**config.mk**
```make
export PLATFORM = sky130hd
export DESIGN_NAME = uart_tx_ctrl
export DESIGN_NICKNAME = d
export VERILOG_FILES = /design/src/rtl/uart_pkg.sv /design/src/rtl/uart_tx_ctrl.sv
export SDC_FILE = /design/constraint.sdc
export NUM_CORES = 1
export LEC_CHECK = 0
export BUFFER_PORTS_ARGS = -buffer_cell sky130_fd_sc_hd__buf_4
export CELL_PAD_IN_SITES_DETAIL_PLACEMENT = 1
export CELL_PAD_IN_SITES_GLOBAL_PLACEMENT = 2
export CORE_ASPECT_RATIO = 0.6
export CORE_MARGIN = 3
export CORE_UTILIZATION = 32
export CTS_CLUSTER_DIAMETER = 200
export DETAILED_ROUTE_END_ITERATION = 16
export PLACE_DENSITY_LB_ADDON = 0.1
export REMOVE_ABC_BUFFERS = 1
export SKIP_LAST_GASP = 1
export SLEW_MARGIN = 20
export SYNTH_ARGS = -nofsm -noshare
export SYNTH_HDL_FRONTEND = slang
export SYNTH_SLANG_ARGS = --single-unit
export TNS_END_PERCENT = 1
```
**constraint.sdc**
```tcl
create_clock -name UARTCLK -period 1.9 [get_ports UARTCLK]
set_clock_uncertainty 0.05 [all_clocks]
set_input_delay 0.285 -clock UARTCLK [delete_from_list [all_inputs] [get_ports UARTCLK]]
set_output_delay 0.285 -clock UARTCLK [all_outputs]
set_load 0.02 [all_outputs]
```
**src/rtl/uart_pkg.sv**
```systemverilog
// Shared types and constants for the UART transmit path: FSM states, word-length
// encodings and the per-frame configuration snapshot.
package uart_pkg;

  localparam int UART_OVERSAMPLE = 16;

  typedef enum logic [2:0] {
    IDLE,
    START,
    DATA,
    PARITY,
    STOP
  } tx_state_t;

  typedef enum logic [1:0] {
    WLEN_5 = 2'b00,
    WLEN_6 = 2'b01,
    WLEN_7 = 2'b10,
    WLEN_8 = 2'b11
  } wlen_t;

  typedef struct packed {
    wlen_t wlen;
    logic  pen;
    logic  eps;
    logic  sps;
    logic  stp2;
  } tx_cfg_t;

  // Selects the data bits that actually go on the line for a given word length.
  function automatic logic [7:0] wlen_mask(input wlen_t w);
    unique case (w)
      WLEN_5:  return 8'h1F;
      WLEN_6:  return 8'h3F;
      WLEN_7:  return 8'h7F;
      default: return 8'hFF;
    endcase
  endfunction

endpackage

```
**src/rtl/uart_tx_ctrl.sv**
```systemverilog
// UART transmit controller: pops one character from the TX FIFO and serialises it
// as start, 5-8 data bits LSB-first, optional parity and 1-2 stop bits.
module uart_tx_ctrl
  import uart_pkg::*;
#(
  parameter int OVERSAMPLE = UART_OVERSAMPLE
) (
  input  logic       UARTCLK,
  input  logic       UARTRSTn,
  input  logic       baudClk,
  input  logic       uart_en,
  input  logic       tx_en,
  input  logic [1:0] wlen,
  input  logic       pen,
  input  logic       eps,
  input  logic       sps,
  input  logic       stp2,
  input  logic       brk,
  input  logic [7:0] rdata,
  input  logic       rdata_valid,
  output logic       rdata_taken,
  output logic       UARTTXD,
  output logic       tx_busy,
  output logic       tx_done
);

  localparam int                TICK_W    = $clog2(OVERSAMPLE);
  localparam logic [TICK_W-1:0] TICK_LAST = TICK_W'(OVERSAMPLE - 1);

  tx_state_t         state_q, state_d;
  logic [TICK_W-1:0] tick_q, tick_d;
  logic [2:0]        bit_idx_q, bit_idx_d;
  logic              stop_idx_q, stop_idx_d;
  logic [7:0]        shift_q, shift_d;
  logic [7:0]        data_q, data_d;
  tx_cfg_t           cfg_q, cfg_d;
  logic              txd_q, txd_d;
  logic              taken_q, taken_d;
  logic              done_q, done_d;

  logic fetch;
  logic bit_end;
  logic last_data;
  logic parity_bit;

  assign fetch     = uart_en & tx_en & rdata_valid & ~brk;
  assign bit_end   = baudClk & (tick_q == TICK_LAST);
  assign last_data = (bit_idx_q == 3'(cfg_q.wlen) + 3'd4);

  // Parity comes from the unshifted copy taken at fetch, masked to the word length.
  assign parity_bit = cfg_q.sps ? ~cfg_q.eps
                                : (^(data_q & wlen_mask(cfg_q.wlen))) ^ ~cfg_q.eps;

  // NOTE: every _d gets its hold value first so no path through the case leaves a
  // signal unassigned, which would otherwise infer a latch.
  always_comb begin
    state_d    = state_q;
    tick_d     = tick_q;
    bit_idx_d  = bit_idx_q;
    stop_idx_d = stop_idx_q;
    shift_d    = shift_q;
    data_d     = data_q;
    cfg_d      = cfg_q;
    txd_d      = txd_q;
    taken_d    = 1'b0;
    done_d     = 1'b0;

    if (state_q == IDLE) begin
      txd_d  = ~brk;
      tick_d = '0;
      if (fetch) begin
        shift_d    = rdata;
        data_d     = rdata;
        cfg_d.wlen = wlen_t'(wlen);
        cfg_d.pen  = pen;
        cfg_d.eps  = eps;
        cfg_d.sps  = sps;
        cfg_d.stp2 = stp2;
        taken_d    = 1'b1;
        txd_d      = 1'b0;
        bit_idx_d  = '0;
        stop_idx_d = 1'b0;
        state_d    = START;
      end
    end else if (baudClk) begin
      tick_d = bit_end ? '0 : tick_q + 1'b1;
    end

    if (bit_end) begin
      unique case (state_q)
        START: begin
          txd_d   = shift_q[0];
          shift_d = shift_q >> 1;
          state_d = DATA;
        end
        DATA: begin
          if (!last_data) begin
            txd_d     = shift_q[0];
            shift_d   = shift_q >> 1;
            bit_idx_d = bit_idx_q + 3'd1;
          end else if (cfg_q.pen) begin
            txd_d   = parity_bit;
            state_d = PARITY;
          end else begin
            txd_d   = 1'b1;
            state_d = STOP;
          end
        end
        PARITY: begin
          txd_d   = 1'b1;
          state_d = STOP;
        end
        STOP: begin
          if (cfg_q.stp2 && !stop_idx_q) begin
            stop_idx_d = 1'b1;
          end else begin
            txd_d   = ~brk;
            done_d  = 1'b1;
            state_d = IDLE;
          end
        end
        default: state_d = IDLE;
      endcase
    end
  end

  // NOTE: state registers use non-blocking assignments so every flop samples the
  // pre-edge value of the others, matching real hardware.
  always_ff @(posedge UARTCLK or negedge UARTRSTn) begin
    if (!UARTRSTn) begin
      state_q    <= IDLE;
      tick_q     <= '0;
      bit_idx_q  <= '0;
      stop_idx_q <= 1'b0;
      shift_q    <= '0;
      data_q     <= '0;
      cfg_q      <= '0;
      txd_q      <= 1'b1;
      taken_q    <= 1'b0;
      done_q     <= 1'b0;
    end else begin
      state_q    <= state_d;
      tick_q     <= tick_d;
      bit_idx_q  <= bit_idx_d;
      stop_idx_q <= stop_idx_d;
      shift_q    <= shift_d;
      data_q     <= data_d;
      cfg_q      <= cfg_d;
      txd_q      <= txd_d;
      taken_q    <= taken_d;
      done_q     <= done_d;
    end
  end

  assign rdata_taken = taken_q;
  assign UARTTXD     = txd_q;
  assign tx_busy     = (state_q != IDLE);
  assign tx_done     = done_q;

endmodule

```
Yosys cells after proc, flatten, opt, wreduce, memory -nomap -nowiden
Index checks and enable logic that the tools add are counted.
W data, S select, Z words.
{"block": "word_totals", "regBits": 36, "input_bits": 21, "word_cells": 80}
{"block": "op_classes", "n_reduce_logical": 8, "muxes": 39, "n_addsub": 3, "n_eq_ne": 8, "bitwise_logic": 8}
{"cell": "$mux W3", "count": 11}
{"cell": "$mux W8", "count": 4}
{"cell": "$pmux W8 S3", "count": 1}
{"cell": "$mux W1", "count": 17}
{"cell": "$pmux W8 S2", "count": 1}
{"cell": "$mux W4", "count": 3}
{"cell": "$pmux W3 S4", "count": 1}
{"cell": "$and A8 B8 Y8", "count": 1}
{"cell": "$reduce_xor A8 Y1", "count": 1}
{"cell": "$eq A3 B2 Y1 const B", "count": 2}
{"cell": "$add A4 B1 Y4 const B", "count": 1}
{"cell": "$and A1 B1 Y1", "count": 4}
{"cell": "$eq A4 B4 Y1 const B", "count": 1}
{"cell": "$pmux W1 S4", "count": 1}
{"cell": "$add A2 B3 Y3 const B", "count": 1}
{"cell": "$add A3 B1 Y3 const B", "count": 1}
{"cell": "$eq A3 B1 Y1 const B", "count": 1}
{"cell": "$eq A3 B3 Y1", "count": 1}
{"cell": "$eq A3 B3 Y1 const B", "count": 1}
{"cell": "$logic_not A3 Y1", "count": 1}
{"cell": "$reduce_bool A3 Y1", "count": 1}
{"cell": "$eq A2 B1 Y1 const B", "count": 1}
{"cell": "$eq A2 B2 Y1 const B", "count": 1}
{"cell": "$logic_not A2 Y1", "count": 1}
{"cell": "other kinds (6)", "count": 7}

Longest topological paths before layout
Gate-level depths: netlist of the first run.
{"block": "depth", "ltp_word": 10, "mapped_depth": 9, "mapped_depth_nobuf": 7}

Worst setup path before layout of the first run
No wires, ideal clock.
{"block": "synth_path", "kind": "reg2reg", "startpoint": "reg state_q[0]", "endpoint": "reg cfg_q[3] (netlist bit)", "arrival_time_ns": 1.717, "path_stages_with_launch": 8, "path_slack_ns": 0.008, "setup_time_ns": 0.125, "required_ns": 1.725, "cell_sequence": "dfrtp_1 -> buf_6 -> nor3_4 -> inv_2 -> or3_1 -> buf_6 -> clkinv_8 -> mux2_2"}
{"block": "synth_between", "elab_chain_len": 2}
{"element": "from (decl)", "line_no": "uart_tx_ctrl.sv:30", "text": "tx_state_t state_q, state_d;"}
{"element": "from (signal assigned)", "line_no": "uart_tx_ctrl.sv:142", "text": "state_q <= state_d;"}
{"element": "$logic_not A3 Y1", "line_no": "uart_tx_ctrl.sv:68", "text": "if (state_q == IDLE) begin"}
{"element": "$reduce_and A2 Y1 (no source line)"}
{"element": "to (signal assigned)", "line_no": "uart_tx_ctrl.sv:148", "text": "cfg_q <= cfg_d;"}
{"element": "to (decl)", "line_no": "uart_tx_ctrl.sv:36", "text": "tx_cfg_t cfg_q, cfg_d;"}
No other way between the ends.
A chain may end at the register's enable or synchronous reset.

Worst setup path in the final report of the first run
{"block": "layout_path", "startpoint": "reg state_q[0]", "endpoint": "reg txd_q, in the netlist UARTTXD"}
{"block": "layout_between", "elab_chain_len": 5, "word_cells_on_any_way": 9, "cone_classes": "4 x eq/ne; 4 x mux; 1 x reduce/logical"}
{"element": "$logic_not A3 Y1", "line_no": "uart_tx_ctrl.sv:68"}
{"element": "$mux W1", "line_no": "uart_tx_ctrl.sv:68"}
{"element": "$mux W1", "line_no": "uart_tx_ctrl.sv:114", "text": "if (cfg_q.stp2 && !stop_idx_q) begin"}
{"element": "$pmux W1 S4", "line_no": "uart_tx_ctrl.sv:90", "text": "unique case (state_q)"}
{"element": "$mux W1 (*)", "line_no": "uart_tx_ctrl.sv:89", "text": "if (bit_end) begin"}
{"element": "named net txd_d", "line_no": "uart_tx_ctrl.sv:37", "text": "logic txd_q, txd_d;"}
{"element": "to (signal assigned)", "line_no": "uart_tx_ctrl.sv:149", "text": "txd_q <= txd_d;"}
{"element": "to (decl)", "line_no": "uart_tx_ctrl.sv:37"}
Mark *: on every way through the listed nets, which the timed path passes. The rest lies on a longest branch.

==> flow_summary.toml, run 1 <==
[final_layout]
layout_commonest_cell = "nand2_1"
fin_nets = 257
drive_above_1_share = 0.295
antenna_cells = 0
layout_common_cells = "51 x nand2_1, 43 x buf_4, 34 x dfrtp_1"
syn2layout_area_growth_pct = 24.9
stdcell_area_um2 = 2330
fin_cells = 311

[pwr]
leakagePower_nw = 1.11
cellPowerDensity_nw_per_um2 = 1070
switchingPower_mw = 0.840
ir_drop_mv = 0.286
combPwrFrac = 0.319
intPower_mw = 1.66
pwr-share-seq = 0.464
pwr-share-clk = 0.217
switching_share = 0.337
p_total_mw = 2.50

[route]
drtAntennaViolNets = 0
drt_wl_total_um = 4800
dr.first_iter.drc_count = 56
routed_via_density = 4.95
first_pass_iters = 4
wire_per_inst_um = 15.4
route.detailed.drc = 0
num_vias = 1540

[sta]
period_needed_ns = 1.85
setup_violations = 0
rsz0062_at_grt = "yes"
fin_crit_sh = 0.976
relSlewSlack = 0.677
maxSlewViolCount = 0
fin_ws_ns = 0.0456
hold_violations = 0
tightest_slew_ns = 0.484
fin_worst_hold_slack_ns = 0.130
max_clock_freq_mhz = 539

[cts]
insertion_delay_ns = 0.30
cts.sinks = 36
cts.path.max_buffers = 2
htree_levels = 2
cts_buffers = 5
root_buffer = "clkbuf_8"
clkTransAtPathRegs_ns = 0.07
cts_tree = "yes"

[floorplan]
coreArea_um2 = 5330
placement_rows = 20
start_util = 0.350
ios = 25
die_area_um2 = 6810
die_width_um = 105
die_h_um = 65.1

[worst_setup_path]
crit_path_end_kind = "flip-flop"
slowest_stage = "dfrtp_1"
max_stage_delay_ns = 0.49
path_class = "reg -> reg"
arrival_ns = 2.03
crit_chain = "nor2b_2 > a2bb2oi_1 > a211o_1 > or3_1 > o211a_1"
r2r_slack_ns = 0.05
crit_family = "compound AO/OA/AOI/OAI gates"
critPathMaxFanout = 7
crit_buf_inv = 0
cp.required_ns = 2.08
cp-start-kind = "flip-flop"

[synthesis]
async_flop_share = 1.00
synth_seq_cells = 36
syn_area_um2 = 1870
ys_warn_count = 0
netlist_instances = 191
synth_edf_count = 0
synth.distinct_cells = 51
postSynthAreaPerCell_um2 = 9.77
yosysTopAreaCell = "dfrtp_1"
synth_seq_area_share = 0.484
synth_top_area_frac = 0.469
synthFlopType = "dfrtp_1"
yosys-top-cells-area = "dfrtp_1 47%, nand2_1 10%, nor2_1 3.2%"

[global_route]
grt_pass1_vias = 1633
antenna_found_initial = 0
grt_pass1_wl_um = 8150
grt_usage = 0.154
overflow = 0
grt_start_max_net_pins = 37

[placed_design]
placed_area_um2 = 2160
dpl.hpwl_um = 3480
dp_slack_ns = -0.0585
dpl.cell_count = 296
port_buffers = 24
gp_congestion = 0.797

[hold_path]
hp-class = "in -> reg"

[flow_run]
drv_cap = 0

[status]
outcome = "complete, no violations"
[path summary, 6_finish.rpt]
check                                      from               endpoint  depth (start not counted)
min reg2reg                cfg_q[0]$_DFFE_PN0P_   cfg_q[0]$_DFFE_PN0P_                          2
min in group asynchronous              UARTRSTn  data_q[2]$_DFFE_PN0P_                          2
min                                        stp2   cfg_q[0]$_DFFE_PN0P_                          3
max in group asynchronous              UARTRSTn   cfg_q[4]$_DFFE_PN0P_                          2
max reg2reg                state_q[0]$_DFF_PN0_      UARTTXD$_DFF_PN1_                          5
max                        state_q[0]$_DFF_PN0_      UARTTXD$_DFF_PN1_                          5
[power by group through the flow]
stage / combinational (mW) / sequential (mW) / clock, mW
after floorplan: 0.549 / 1.13 / 0
after global placement: 0.740 / 1.15 / 0
after detailed placement: 0.777 / 1.17 / 0
after CTS: 0.783 / 1.16 / 0.557
after global routing: 0.884 / 1.19 / 0.593
final: 0.795 / 1.16 / 0.542
[sequential cells by signal (all words and copies together) (netlist names)]
register / count
cfg_q: 6
shift_q: 8
tick_q: 4
rdata_taken: 1
state_q: 3
bit_idx_q: 3
tx_done: 1
data_q: 8
stop_idx_q: 1
UARTTXD: 1
[synth_stat cells, types with 3 or more instances]
cell	instances
nand2_1	51
dfrtp_1	35
nor2_1	16
o21ai_0	8
a31oi_1	6
inv_1	4
nand3_1	4
o21ai_1	4
xnor2_1	4
buf_2	3
buf_6	3
nor2b_1	3
[per-stage QoR]
| step | setup TNS (ns) | utilization |
|---|---|---|
| after detailed placement | -0.0838 | 0.406 |
| after global routing | -0.0239 | 0.437 |
| after floorplan | -1.54 | - |
| after CTS | -0.000361 | 0.428 |
| final | 0 | 0.437 |
| after global placement | 0 | 0.406 |
[kinds of logic (layout without fill, tap and decap cells)]
family,after synthesis,in the layout,share of synthesized area
buf+inv,15,58,0.0597
compound gates,37,37,0.148
fa+ha+maj,2,2,0.0134
mux,4,4,0.0228
flops,36,36,0.484
simple gates,88,88,0.215
xor+xnor,9,9,0.0577
[routing by layer]
layer	vias to the layer above	part of all wire	GRT usage
met4	0	0.020	0.0687
met5	-	0	0
met1	758	0.50	0.212
met3	11	0.049	0.0383
met2	33	0.43	0.232
li1	738	-	-
[worst min-delay path: cells and delay by family]
| kind | cells | cell delay (ns) |
|---|---|---|
| simple gates | 2 | 0.09 |
| buf+inv | 1 | 0.08 |
[timing repair]
item | in CTS | in global routing
gates resized for setup | 3 | 8
endpoints found under the setup margin | 3 | 11
hold endpoints to repair | 35 | 0
pin swaps | 2 | 7
buffers inserted | 3 | 4
hold buffers | 1 | 0
[area by class of cell]
type	count	area (um2)
Clock buffer	6	72.6
Timing Repair Buffer	45	344
Inverter	6	35.0
Clock inverter	1	5.00
Multi-Input combinational cell	140	875
Fill cell	625	3000
Sequential cell	36	903
Tap cell	77	96.3
Note: power is estimated with default switching activity, not from simulation.
==> run 2: changes to the inputs <==
- ABC_CLOCK_PERIOD_IN_PS: default -> 1900
- CORE_ASPECT_RATIO: 0.6 -> 1.5
==> run 2 against run 1 <==
- sequential cell count unchanged
- via count decreased by 2.5%
- largest cell class unchanged
- first-iteration DRC count increased by 23%
- highest routed layer unchanged
- worst hold slack improved by 0.0036 ns
- non-clock buffer count decreased by 4
- critical path type unchanged
==> flow_summary.toml, run 2 (synthesis results as in run 1) <==
[status]
outcome = "complete, no violations"

[sta]
rsz0062_at_grt = "yes"
relSlewSlack = 0.689
fin_crit_sh = 0.968
setup_violations = 0
fin_tns_setup_ns = 0
fin_worst_hold_slack_ns = 0.133
tightest_slew_ns = 0.466
period_needed_ns = 1.84
maxSlewViolCount = 0
hold_violations = 0
max_clock_freq_mhz = 544

[floorplan]
coreArea_um2 = 5570
ios = 25
start_util = 0.335
die_area_um2 = 6800
die_width_um = 68.3
placement_rows = 33
die_h_um = 99.5

[final_layout]
reg_top3 = "data_q x8, shift_q x8, cfg_q x6"
stdcell_area_um2 = 2300
drive_above_1_share = 0.273
fillers = 671
layout_common_cells = "51 x nand2_1, 40 x buf_4, 33 x dfrtp_1"
fin_nets = 253
layout_commonest_cell = "nand2_1"
syn2layout_area_growth_pct = 23.2
antenna_cells = 0

[pwr]
switchingPower_mw = 0.820
pwr-share-clk = 0.223
cellPowerDensity_nw_per_um2 = 1100
ir_drop_mv = 0.465
pwr-share-seq = 0.457
switching_share = 0.323
combPwrFrac = 0.320
intPower_mw = 1.72
leakagePower_nw = 1.10

[worst_setup_path]
cp-start-kind = "flip-flop"
crit_path_end_kind = "flip-flop"
cp.required_ns = 2.07
arrival_ns = 2.01
path_class = "reg -> reg"
critPathMaxFanout = 4

[global_route]
grt_usage = 0.153
grt_pass1_vias = 1649
overflow = 0
grt_pass1_wl_um = 7750
grt_start_max_net_pins = 37
antenna_found_initial = 0

[route]
num_vias = 1501
routed_via_density = 4.99
first_pass_iters = 4
route.detailed.drc = 0
drt_wl_total_um = 4530
wire_per_inst_um = 15.0
dr.first_iter.drc_count = 69
drtAntennaViolNets = 0

[cts]
insertion_delay_ns = 0.29
root_buffer = "clkbuf_8"
cts.sinks = 36
cts.path.max_buffers = 2
cts_buffers = 5
cts_tree = "yes"
clkTransAtPathRegs_ns = 0.07
htree_levels = 2

[placed_design]
placed_area_um2 = 2170
port_buffers = 24
dpl.hpwl_um = 3420
gp_congestion = 0.800

[hold_path]
hp-class = "in -> reg"

[flow_run]
drv_cap = 0
## run 2: timing repair
| action | in CTS | in global routing |
|---|---|---|
| resized for setup | 2 | 5 |
| setup buffers | 0 | 1 |
| hold buffers | 1 | 0 |
| endpoints found under the hold margin | 35 | 0 |
| pin swaps | 2 | 3 |
| setup endpoints to repair | 2 | 8 |
## run 2: worst max-delay path, cell delays in order (launching register included)
cell and delay, ns:
dfrtp_1 0.40, ha_1 0.23, and4_1 0.22, nand2_1 0.06, or2_1 0.25, or3_1 0.35, o211a_1 0.21
## run 2: power groups by stage
stage          Combinational, mW  Sequential, mW  Clock (mW)
2_1_floorplan              0.549            1.13           0
3_3_place_gp               0.749            1.15           0
3_5_place_dp               0.799            1.17           0
4_1_cts                    0.793            1.16       0.584
5_1_grt                    0.923            1.20       0.617
6_report                   0.812            1.16       0.566
## run 2: path summary, 6_finish.rpt
check / from / end / slack, ns / depth (start not counted)
max: tick_q[1]$_DFFE_PN0P_ / UARTTXD$_DFF_PN1_ / 0.06 / 6
min: stp2 / cfg_q[0]$_DFFE_PN0P_ / 0.13 / 3
max reg2reg: tick_q[1]$_DFFE_PN0P_ / UARTTXD$_DFF_PN1_ / 0.06 / 6
min reg2reg: cfg_q[0]$_DFFE_PN0P_ / cfg_q[0]$_DFFE_PN0P_ / 0.44 / 2
max in group asynchronous: UARTRSTn / cfg_q[4]$_DFFE_PN0P_ / 1.00 / 2
min in group asynchronous: UARTRSTn / cfg_q[0]$_DFFE_PN0P_ / 0.43 / 2
## run 2: cell type report
type                            count  area (um2)  share of cell area
Inverter                            6        35.0              0.0152
Clock buffer                        8        90.1              0.0392
Tap cell                           70        87.6              0.0381
Multi-Input combinational cell    140         871               0.379
Sequential cell                    36         905               0.394
Timing Repair Buffer               41         310               0.135
## run 2: routing by layer
metal / GRT usage / wire (um) / vias to the layer above
met2: 0.278 / 2550 / 28
met1: 0.167 / 1710 / 739
li1: - / - / 728
met3: 0.0316 / 186 / 6
met4: 0.0551 / 76 / 0
met5: 0 / 0 / -
## run 2: metrics by stage
stage / setup WS [ns] / power [mW] / std cells / utilization
after global placement: 0.0535 / 1.90 / 291 / 0.389
after CTS: -0.00778 / 2.54 / 300 / 0.409
after detailed placement: -0.00795 / 1.97 / 291 / 0.389
after floorplan: -0.261 / 1.68 / 182 / -
after global routing: -0.0555 / 2.74 / 301 / 0.412
final: 0.0601 / 2.54 / 301 / 0.412
==> run 3: changes to the inputs <==
==> constraint.sdc (replaced) <==
create_clock -name UARTCLK -period 1.9 [get_ports UARTCLK]
set_clock_uncertainty 0.05 [all_clocks]
set_input_delay 0.095 -clock UARTCLK [delete_from_list [all_inputs] [get_ports UARTCLK]]
set_output_delay 0.095 -clock UARTCLK [all_outputs]
set_load 0.02 [all_outputs]
==> run 3 against run 2 <==
- first-iteration DRC count fell by 29%
- wire length increased by 1.1%
- highest routed layer unchanged
- maximum frequency barely moved
- critical path type unchanged
==> flow_summary.toml, run 3 (synthesis results as in run 1) <==
[hold_path]
hp-class = "in -> reg"

[pwr]
ir_drop_mv = 0.465
cellPowerDensity_nw_per_um2 = 1050
leakagePower_nw = 1.16

[sta]
fin_worst_hold_slack_ns = 0.0787
tightest_slew_ns = 0.463
maxSlewViolCount = 0
setup_violations = 0
hold_violations = 0
relSlewSlack = 0.691
period_needed_ns = 1.84
fin_tns_setup_ns = 0
max_clock_freq_mhz = 543
fin_crit_sh = 0.969
rsz0062_at_grt = "yes"

[worst_setup_path]
slowest_stage = "dfrtp_1"
timing.rr.start = "tick_q[1]$_DFFE_PN0P_"
worstSetupStartpoint = "tick_q[1]$_DFFE_PN0P_"
r2r-end = "UARTTXD$_DFF_PN1_"
critPathMaxFanout = 4
crit_buf_inv = 0
cp-start-kind = "flip-flop"
crit_family = "simple AND/OR/NAND/NOR gates"
cp.required_ns = 2.07
crit_chain = "ha_1 > and4_1 > nand2_1 > or2_1 > or3_1 > o211a_1"
max_stage_delay_ns = 0.40
r2r_slack_ns = 0.06
reg2regPathDepth = 6
crit_path_end_kind = "flip-flop"
crit_end = "UARTTXD$_DFF_PN1_"
path_class = "reg -> reg"
critical_path_depth = 6
arrival_ns = 2.01

[cts]
cts.path.max_buffers = 2
cts_buffers = 5
insertion_delay_ns = 0.29
root_buffer = "clkbuf_8"
htree_levels = 2
cts_tree = "yes"
cts.sinks = 36
clkTransAtPathRegs_ns = 0.07

[floorplan]
coreArea_um2 = 5570
die_h_um = 99.5
placement_rows = 33
die_width_um = 68.3
die_area_um2 = 6800
ios = 25
start_util = 0.335

[status]
outcome = "complete, no violations"

[global_route]
grt_start_max_net_pins = 37
grt_usage = 0.156
grt_pass1_vias = 1668
overflow = 0
grt_pass1_wl_um = 7890
antenna_found_initial = 0

[route]
route.detailed.drc = 0
route.met3.wl_um = 150
dr.first_iter.drc_count = 49
wire_per_inst_um = 14.5
drt_wl_total_um = 4580
routed_via_density = 4.91
drtAntennaViolNets = 0
first_pass_iters = 4
highest_layer = "met4"
dr_wl_met2_um = 2570
wl_met1_um = 1780
num_vias = 1546

[final_layout]
syn2layout_area_growth_pct = 30.7
register_area_um2 = 905
fillers = 664
fin_nets = 267
layout_common_cells = "51 x nand2_1, 40 x buf_4, 33 x dfrtp_1"
drive_above_1_share = 0.257
layout_commonest_cell = "nand2_1"
multi_input_area_um2 = 871
antenna_cells = 0
fin_util = 0.437
reg_top3 = "data_q x8, shift_q x8, cfg_q x6"

[placed_design]
dpl.hpwl_um = 3420
port_buffers = 24
gp_congestion = 0.800

[flow_run]
drv_cap = 0
run 3: cell count changes in the layout (fill, tap and decap cells not counted), sizes merged:
cell and change:
dlygate4sd3 +14
run 3: tightest hold or removal path: cells and delay by family:
kind,cells,cell delay [ns]
buf+inv,1,0.13
mux,1,0.08
simple gates,1,0.07
run 3: where the power goes:
part	switching (mW)	internal (mW)	total, mW
logic	0.378	0.457	0.835
registers	0.176	0.985	1.16
clock network	0.270	0.296	0.565
run 3: final cells by class:
class                      count  area share
sequential                    36       0.371
multi-input combinational    140       0.357
timing repair buffer          55       0.185
clock buffer                   8      0.0369
tap                           70      0.0359
inverter                       6      0.0144
run 3: routing by layer:
metal  vias to the layer above  track usage
met3                         6       0.0305
met4                         0       0.0551
met5                         -            0
li1                        757            -
met2                        24        0.286
met1                       759        0.170
run 3: how the worst min path moves through the flow:
stage              from                      to  slack [ns]  cells after the start
3_3_place_gp   UARTRSTn    cfg_q[0]$_DFFE_PN0P_        0.03                      1
4_1_cts         baudClk   tick_q[0]$_DFFE_PN0P_        0.08                      3
2_1_floorplan  UARTRSTn  bit_idx_q[0]$_DFF_PN0_       -0.25                      0
6_report        baudClk   tick_q[0]$_DFFE_PN0P_        0.08                      3
3_5_place_dp   UARTRSTn    stop_idx_q$_DFF_PN0_        0.04                      1
5_1_grt         baudClk   tick_q[0]$_DFFE_PN0P_        0.10                      3
run 3: repair_timing:
item,4_1_cts,5_1_grt
endpoints found under the hold margin,49,0
setup buffers,0,1
gates resized for setup,2,5
pin swaps,2,3
endpoints found under the setup margin,2,8
hold buffers,15,0
run 3: metrics by stage:
| step | instance area, um2 | power, mW | instances | setup slack [ns] |
|---|---|---|---|---|
| 2_1_floorplan | 1790 | 1.68 | 182 | -0.261 |
| 3_3_place_gp | 2170 | 1.90 | 291 | 0.0535 |
| 3_5_place_dp | 2170 | 1.97 | 291 | -0.00795 |
| 4_1_cts | 2420 | 2.56 | 314 | -0.00778 |
| 5_1_grt | 2440 | 2.76 | 315 | -0.0555 |
| 6_report | 2440 | 2.56 | 315 | 0.0588 |
